## src/rtl/mem_wb_stage_if.sv

```systemverilog
// MEM-side handshake and data-memory read return into the MEM->WB stage.
interface mem_wb_stage_if;
    logic        mem_valid;
    logic        mem_ready;
    logic        mem_flush;
    logic        mem_wreg;
    logic [4:0]  mem_wa;
    logic [31:0] mem_wd;
    logic        mem_load;
    logic [2:0]  mem_ld_type;
    logic [1:0]  mem_addr_lo;
    logic        dm_rvalid;
    logic [31:0] dm_rdata;

    // Upstream side: MEM stage plus the data-memory read return.
    modport master (
        output mem_valid, mem_flush, mem_wreg, mem_wa, mem_wd,
               mem_load, mem_ld_type, mem_addr_lo, dm_rvalid, dm_rdata,
        input  mem_ready
    );

    // The writeback stage.
    modport slave (
        input  mem_valid, mem_flush, mem_wreg, mem_wa, mem_wd,
               mem_load, mem_ld_type, mem_addr_lo, dm_rvalid, dm_rdata,
        output mem_ready
    );
endinterface

```

## src/rtl/mem_wb_stage.sv

```systemverilog
// MEM->WB pipeline stage: registers results, waits on late load data,
// extends load data and drives the register-file write port.
module mem_wb_stage #(
    parameter int unsigned LOAD_TIMEOUT = 255
) (
    input  logic           cpu_clk_50M,
    input  logic           cpu_rst_n,
    mem_wb_stage_if.slave  mem_if,
    output logic [4:0]     wb_wa,
    output logic [31:0]    wb_wd,
    output logic           wb_we,
    output logic           wb_stall_req,
    output logic           load_err,
    output logic [31:0]    retired
);
    localparam int unsigned CNT_W  = 16;
    localparam int unsigned CNT_W1 = CNT_W + 1;

    typedef enum logic {IDLE, WAIT_LOAD} state_t;

    state_t           state;
    logic [CNT_W-1:0] wait_cnt;
    logic [4:0]       ld_wa;
    logic             ld_wreg;
    logic [2:0]       ld_type;
    logic [1:0]       ld_off;

    logic             accept;
    logic             timeout;
    logic [7:0]       ld_byte;
    logic [15:0]      ld_half;
    logic [31:0]      ld_data;

    // Handshake and stall are pure functions of the state.
    assign mem_if.mem_ready = (state == IDLE);
    assign wb_stall_req     = (state == WAIT_LOAD);
    assign accept           = mem_if.mem_valid & mem_if.mem_ready & ~mem_if.mem_flush;

    // Abort on the cycle that would bring the wait count up to the limit.
    assign timeout = (CNT_W1'(wait_cnt) + CNT_W1'(1)) == CNT_W1'(LOAD_TIMEOUT);

    // Little-endian lane selection and sign/zero extension of load data.
    always_comb begin
        ld_byte = mem_if.dm_rdata[7:0];
        ld_half = ld_off[1] ? mem_if.dm_rdata[31:16] : mem_if.dm_rdata[15:0];
        ld_data = mem_if.dm_rdata;
        case (ld_off)
            2'd0:    ld_byte = mem_if.dm_rdata[7:0];
            2'd1:    ld_byte = mem_if.dm_rdata[15:8];
            2'd2:    ld_byte = mem_if.dm_rdata[23:16];
            default: ld_byte = mem_if.dm_rdata[31:24];
        endcase
        case (ld_type)
            3'd0:    ld_data = {{24{ld_byte[7]}}, ld_byte};
            3'd1:    ld_data = {24'd0, ld_byte};
            3'd2:    ld_data = {{16{ld_half[15]}}, ld_half};
            3'd3:    ld_data = {16'd0, ld_half};
            default: ld_data = mem_if.dm_rdata;
        endcase
    end

    // Stage FSM, writeback registers, timeout counter and retire counter.
    always_ff @(posedge cpu_clk_50M or negedge cpu_rst_n) begin
        if (!cpu_rst_n) begin
            state    <= IDLE;
            wait_cnt <= '0;
            ld_wa    <= '0;
            ld_wreg  <= 1'b0;
            ld_type  <= '0;
            ld_off   <= '0;
            wb_wa    <= '0;
            wb_wd    <= '0;
            wb_we    <= 1'b0;
            load_err <= 1'b0;
            retired  <= '0;
        end else begin
            wb_we <= 1'b0;
            case (state)
                IDLE: begin
                    if (accept) begin
                        if (mem_if.mem_load) begin
                            ld_wa    <= mem_if.mem_wa;
                            ld_wreg  <= mem_if.mem_wreg;
                            ld_type  <= mem_if.mem_ld_type;
                            ld_off   <= mem_if.mem_addr_lo;
                            wait_cnt <= '0;
                            state    <= WAIT_LOAD;
                        end else begin
                            wb_wa   <= mem_if.mem_wa;
                            wb_wd   <= mem_if.mem_wd;
                            wb_we   <= mem_if.mem_wreg & (mem_if.mem_wa != 5'd0);
                            retired <= retired + 32'd1;
                        end
                    end
                end
                WAIT_LOAD: begin
                    if (mem_if.dm_rvalid) begin
                        wb_wa   <= ld_wa;
                        wb_wd   <= ld_data;
                        wb_we   <= ld_wreg & (ld_wa != 5'd0);
                        retired <= retired + 32'd1;
                        state   <= IDLE;
                    end else if (timeout) begin
                        load_err <= 1'b1;
                        state    <= IDLE;
                    end else begin
                        wait_cnt <= wait_cnt + CNT_W'(1);
                    end
                end
                default: state <= IDLE;
            endcase
        end
    end
endmodule

```

## src/flat_wrapper.sv

```systemverilog
// flat-port wrapper written by rule: the top's interface ports become plain ports
module mem_wb_stage_flat 
#(
    parameter int unsigned LOAD_TIMEOUT = 255
)
  (cpu_clk_50M, cpu_rst_n, wb_wa, wb_wd, wb_we, wb_stall_req, load_err, retired, mem_if_mem_valid, mem_if_mem_flush, mem_if_mem_wreg, mem_if_mem_wa, mem_if_mem_wd, mem_if_mem_load, mem_if_mem_ld_type, mem_if_mem_addr_lo, mem_if_dm_rvalid, mem_if_dm_rdata, mem_if_mem_ready);
  mem_wb_stage_if mem_if_i ();
  input  logic cpu_clk_50M;
  input  logic cpu_rst_n;
  output logic [4:0] wb_wa;
  output logic [31:0] wb_wd;
  output logic wb_we;
  output logic wb_stall_req;
  output logic load_err;
  output logic [31:0] retired;
  input wire logic [$bits(mem_if_i.mem_valid)-1:0] mem_if_mem_valid;
  input wire logic [$bits(mem_if_i.mem_flush)-1:0] mem_if_mem_flush;
  input wire logic [$bits(mem_if_i.mem_wreg)-1:0] mem_if_mem_wreg;
  input wire logic [$bits(mem_if_i.mem_wa)-1:0] mem_if_mem_wa;
  input wire logic [$bits(mem_if_i.mem_wd)-1:0] mem_if_mem_wd;
  input wire logic [$bits(mem_if_i.mem_load)-1:0] mem_if_mem_load;
  input wire logic [$bits(mem_if_i.mem_ld_type)-1:0] mem_if_mem_ld_type;
  input wire logic [$bits(mem_if_i.mem_addr_lo)-1:0] mem_if_mem_addr_lo;
  input wire logic [$bits(mem_if_i.dm_rvalid)-1:0] mem_if_dm_rvalid;
  input wire logic [$bits(mem_if_i.dm_rdata)-1:0] mem_if_dm_rdata;
  output wire logic [$bits(mem_if_i.mem_ready)-1:0] mem_if_mem_ready;
  assign mem_if_i.mem_valid = mem_if_mem_valid;
  assign mem_if_i.mem_flush = mem_if_mem_flush;
  assign mem_if_i.mem_wreg = mem_if_mem_wreg;
  assign mem_if_i.mem_wa = mem_if_mem_wa;
  assign mem_if_i.mem_wd = mem_if_mem_wd;
  assign mem_if_i.mem_load = mem_if_mem_load;
  assign mem_if_i.mem_ld_type = mem_if_mem_ld_type;
  assign mem_if_i.mem_addr_lo = mem_if_mem_addr_lo;
  assign mem_if_i.dm_rvalid = mem_if_dm_rvalid;
  assign mem_if_i.dm_rdata = mem_if_dm_rdata;
  assign mem_if_mem_ready = mem_if_i.mem_ready;
  mem_wb_stage #(.LOAD_TIMEOUT(LOAD_TIMEOUT)) u_core (.cpu_clk_50M(cpu_clk_50M), .cpu_rst_n(cpu_rst_n), .mem_if(mem_if_i), .wb_wa(wb_wa), .wb_wd(wb_wd), .wb_we(wb_we), .wb_stall_req(wb_stall_req), .load_err(load_err), .retired(retired));
endmodule
```

## config.mk

```make
export PLATFORM = sky130hd
export DESIGN_NAME = mem_wb_stage_flat
export DESIGN_NICKNAME = d
export VERILOG_FILES = /design/src/rtl/mem_wb_stage_if.sv /design/src/rtl/mem_wb_stage.sv /design/src/flat_wrapper.sv
export SDC_FILE = /design/constraint.sdc
export NUM_CORES = 1
export LEC_CHECK = 0
export ABC_CLOCK_PERIOD_IN_PS = 2690
export CORE_MARGIN = 2
export CORE_UTILIZATION = 48
export CTS_CLUSTER_DIAMETER = 80
export DETAILED_ROUTE_END_ITERATION = 6
export GPL_TIMING_DRIVEN = 0
export HOLD_SLACK_MARGIN = 0.12
export PLACE_DENSITY_LB_ADDON = 0.1
export SYNTH_ARGS = -nofsm -noshare
export SYNTH_HDL_FRONTEND = slang
export SYNTH_SLANG_ARGS = --single-unit
```

## constraint.sdc

```tcl
create_clock -name cpu_clk_50M -period 2.69 [get_ports cpu_clk_50M]
set_input_delay 0.807 -clock cpu_clk_50M [delete_from_list [all_inputs] [get_ports cpu_clk_50M]]
set_output_delay 0.807 -clock cpu_clk_50M [all_outputs]
set_load 0.02 [all_outputs]
```

======== Yosys cells after proc, flatten, opt, wreduce, memory -nomap -nowiden ========
Index checks and enable logic that the tools add are counted.
operators by class
  $add $sub $neg .......................... 3
  equality and inequality tests ........... 12
  muxes and demuxes ....................... 29
  bitwise operators ....................... 7
  reductions and logical operators ........ 8
operators by type and width
  cell                                                              count
  32-bit 2-to-1 mux                                                 6
  32-bit one-hot mux with 2 select lines                            2
  32-bit one-hot mux with 4 select lines                            1
  16-bit 2-to-1 mux                                                 5
  32-bit by 1-bit adder with 32-bit output, second input constant   1
  16-bit one-hot mux with 2 select lines                            1
  8-bit one-hot mux with 3 select lines                             1
  16-bit by 1-bit adder with 17-bit output, second input constant   1
  17-bit by 8-bit == test with 1-bit output, second input constant  1
  16-bit by 1-bit adder with 16-bit output, second input constant   1
  5-bit 2-to-1 mux                                                  3
  2-bit inequality test, second input constant                      6
  5-bit one-hot mux with 2 select lines                             1
  5-bit nonzero test                                                2
  3-bit AND reduction                                               3
  1-bit 2-to-1 mux                                                  7
  3-bit by 2-bit == test with 1-bit output, second input constant   2
  1-bit AND                                                         4
  1-bit one-hot mux with 2 select lines                             2
  4-bit AND reduction                                               1
  3-bit by 1-bit == test with 1-bit output, second input constant   1
  3-bit zero test                                                   1
  1-bit inverter                                                    3
  2-bit by 1-bit == test with 1-bit output, second input constant   1
  2 further kinds                                                   2
storage, ports and cells
  flip-flop bits (word level) ............. 99
  input bits .............................. 81
  output and inout port bits .............. 73
  logic and storage cells ................. 70

======== Longest topological paths before layout ========
  depth in word-level cells ............... 5
  depth in mapped cells ................... 10
  depth with buffers taken out ............ 8

======== Worst setup path after synthesis ========
Ideal clock, no wire load.
  path type ............................... in2reg
  start ................................... input mem_if_dm_rdata[31]
  end ..................................... register u_core.wb_wd[21]
  library setup time ...................... 0.135 ns
  data arrival time ....................... 2.339 ns
  data required time ...................... 2.555 ns
  slack ................................... 0.217 ns
  stages on the path ...................... 6
  path buffers ............................ 1
  cells stage by stage .................... mux4_2 -> a21oi_1 -> o31ai_1 -> clkbuf_1 -> a21oi_1 -> o31ai_1
between the ends
  cells in the longest elaborated chain, start to end .. 4
  elaborated cells on any way between the ends .. 5
  classes of those cells .................. mux (5)
RTL lines
  item                                                                               RTL line                                text
  start: declaration                                                                 flat_wrapper.sv:25                      input wire logic [$bits(mem_if_i.dm_rdata)-1:0] mem_if_dm_rdata;
  8-bit one-hot mux with 3 select lines / 16-bit 2-to-1 mux (equally long branches)  mem_wb_stage.sv:47, mem_wb_stage.sv:45
  32-bit one-hot mux with 4 select lines *                                           mem_wb_stage.sv:53                      case (ld_type)
  32-bit 2-to-1 mux *                                                                mem_wb_stage.sv:97                      if (mem_if.dm_rvalid) begin
  32-bit one-hot mux with 2 select lines *                                           mem_wb_stage.sv:78                      case (state)
  end signal: assignment                                                             mem_wb_stage.sv:90                      wb_wd <= mem_if.mem_wd;
  end signal: assignment                                                             mem_wb_stage.sv:99                      wb_wd <= ld_data;
  end: declaration                                                                   mem_wb_stage.sv:10                      output logic [31:0] wb_wd,
Mark *: on every way between the ends. The rest lies on a longest branch, timed or not. The select of a mux whose other input is x is not followed.
A chain may end at the register's enable or synchronous reset.

======== Worst setup path after layout ========
  start ................................... register u_core.state, in the netlist u_core.wb_stall_req
  end ..................................... output mem_if_mem_ready
between the ends
  cells in the longest elaborated chain, start to end .. 1
RTL lines
  item                             RTL line             text
  start: declaration               mem_wb_stage.sv:21   state_t state;
  start signal: assignment         mem_wb_stage.sv:65   state <= IDLE;
  start signal: assignment         mem_wb_stage.sv:87   state <= WAIT_LOAD;
  start signal: assignment         mem_wb_stage.sv:102  state <= IDLE;
  1-bit inverter (no source line)  n/a
  end: declaration                 flat_wrapper.sv:26   output wire logic [$bits(mem_if_i.mem_ready)-1:0] mem_if_mem_ready;
No other way between the ends.

==> qor.csv <==
metric,value,unit
finalInstanceArea,7288,um2
path_max_fanout,10,
dr.pass1.iters,5,
ant_nets,0,
first_global_vias,4997,
via_per_inst,5.587,
grt_start_max_net_pins,53,
place_ws,-0.6967,ns
hpwl,11780,um
fmax,381.3,MHz
initial_core_util,48.89,%
clkLatencyLatePin,0.38,ns
cts_tree,yes,
n_antenna_cell,0,
clk_pin_slew,0.10,ns
relSlewSlack,55.47,%
n_fill_cell,921,
grt_overflow,0,
drc,0,
die_h,108.8,um
post-route-util,67.53,%
arrival,1.82,ns
synthTopCellsByArea,"dfrtp_1 47%, nand2_1 8.2%, xnor2_1 4.6%, a21oi_1 3.5%, nor2_1 3.4%",
grt_pass1_wl,24450,um
wirelength,15290,um
setup_tns,0,ns
multi_input_area,2668,um2
setup_viol,0,
htreeDepth,3,
max-cap-violations,0,
post_cts_buffers,0,
synth_top_area_share,46.95,%
clock-root-buffer,clkbuf_8,
netlist_area,5276,um2
ys_seq_area_share,46.95,%
pwr_density_cell,608.1,nW/um2
worstMarginPinSlew,0.6655,ns
avgRoutedWirePerCell,16.89,um
syn_area_per_cell,8.868,um2
synth.distinct_cells,66,
worst_setup_path_end_kind,primary output,
track_usage,26.68,%
power.total,0.004432,W
final_common_cell,clkdlybuf4s50_1,
leakagePower,3.038,nW
regToRegSetupSlack,0.17,ns
syn_inst,595,
synth_edf_count,0,
placed_cell_area,7008,um2
worstHoldPathType,input port to async pin,
async_reset_ff_share,100.0,%
ir_drop,435.6,uV
yosys.area.top_type,dfrtp_1,
ys.flop_type,dfrtp_1,
path_class,register to primary output,
area_growth,38.13,%
nNetsFinal,844,
status,finished clean,
core_area,10790,um2
cts.sinks,99,
synth_fp_nets,679,
hold_violations,0,
portBuffers,153,
antenna_found_initial,0,
die-area,11850,um2
clockBufferDepth,2,
num_vias,5056,
mostFrequentLayoutCells,"151 x clkdlybuf4s50_1, 115 x nand2_1, 98 x dfrtp_1",
finalCriticalPeriod,2.622,ns
final_max_slew_viol_count,0,
critPathLaunchType,register,
r2r_cells,9,
post-route-period-util,97.48,%
numCtsBuffers,9,
drive_gt1_share,6.405,%
num_rows,38,
die_w,108.8,um
skew,0.009209,ns
place_congestion,0.9422,
drtIter0Drc,266,
hold_buffers,0,
io-pin-count,154,
regArea,2479,um2
ys_seq_elements,99,
required,1.88,ns
setup_slack,0.06768,ns
synth_warnings,0,
[power by group]
part	switching [W]	internal, W	leakage (nW)
sequential	0.000186	0.00171	1.28
combinational	0.000814	0.000692	1.65
clock	0.000541	0.000484	0.106
total	0.00154	0.00289	3.04
[cell usage after synthesis (all sizes together) (2+ instances only)]
master   count
inv         11
nand3       30
nor3b        3
xnor2       28
ha           3
o211ai       3
nor4         4
a31oi        9
o2111ai      2
nand4       11
or3          3
clkbuf      27
mux2i       10
nor3        17
a21o         2
a22o         7
nor2        49
and4         5
xor2         6
o22ai        7
and2         4
o31ai       18
nand2      115
buf          7
nand2b       4
and3         5
or2          3
a22oi        7
o21ai       36
a21oi       38
nor2b        3
dfrtp       99
or4          2
[worst max-delay path, cell delays in order (launching register included)]
cell and delay, ns:
dfrtp_1 0.45, clkbuf_4 0.24, inv_4 0.15, clkbuf_4 0.23
dlygate4sd2_1 0.35
[area by class of cell]
| cell class | instances | share of cell area (%) |
|---|---|---|
| buffer | 34 | 2.094 |
| clock buffer | 11 | 2.077 |
| clock inverter | 5 | 0.8240 |
| inverter | 12 | 0.6524 |
| multi-input combinational | 450 | 36.60 |
| sequential | 99 | 34.01 |
| tap | 140 | 2.403 |
| timing repair buffer | 154 | 21.34 |
[flip-flops by register name, summed over array words and instances, names as in the netlist]
signal               flops
u_core.retired          32
u_core.wb_wd            32
u_core.wait_cnt         16
u_core.ld_wa             5
u_core.wb_wa             5
u_core.ld_type           3
u_core.ld_off            2
u_core.ld_wreg           1
u_core.load_err          1
u_core.wb_stall_req      1
u_core.wb_we             1
[per-stage QoR]
step	cells	hold slack (ns)
final	905	0.4390
after global routing	905	0.4771
after CTS	905	0.4548
after detailed placement	889	0.4681
after global placement	888	0.4616
after floorplan	595	0.4453
[routing by layer]
layer | vias to the layer above | GRT usage [%] | wire length, um
li1 | 2431 | - | -
met3 | 25 | 7.173 | 994
met4 | 0 | 9.066 | 372
met2 | 172 | 45.94 | 7747
met1 | 2428 | 32.35 | 6171
met5 | - | 0 | 0
[worst paths after layout]
check                                               start                         endpoint
max in group asynchronous                       cpu_rst_n   u_core.wait_cnt[1]$_DFFE_PN0P_
max reg2reg                u_core.wait_cnt[1]$_DFFE_PN0P_   u_core.wait_cnt[5]$_DFFE_PN0P_
min reg2reg                u_core.retired[31]$_DFFE_PN0P_   u_core.retired[31]$_DFFE_PN0P_
min in group cpu_clk_50M   u_core.retired[31]$_DFFE_PN0P_   u_core.retired[31]$_DFFE_PN0P_
min                                             cpu_rst_n  u_core.wait_cnt[12]$_DFFE_PN0P_
max                         u_core.wb_stall_req$_DFF_PN0_                 mem_if_mem_ready
[timing repair]
| action | 4_1_cts | 5_1_grt |
|---|---|---|
| gates resized for setup | 11 | 10 |
| endpoints found under the hold margin | 0 | 0 |
| setup endpoints to repair | 24 | 26 |
[logic make-up (layout without fill, tap and decap cells)]
logic type	Yosys count	count (layout)	synth area share, %
flops	99	99	46.95
simple gates	262	262	23.52
buf+inv	46	216	3.557
fa+ha+maj	3	3	0.7115
compound gates	139	139	16.84
xor+xnor	34	34	5.644
mux	12	12	2.774
Power figures use the tool's default switching activity.
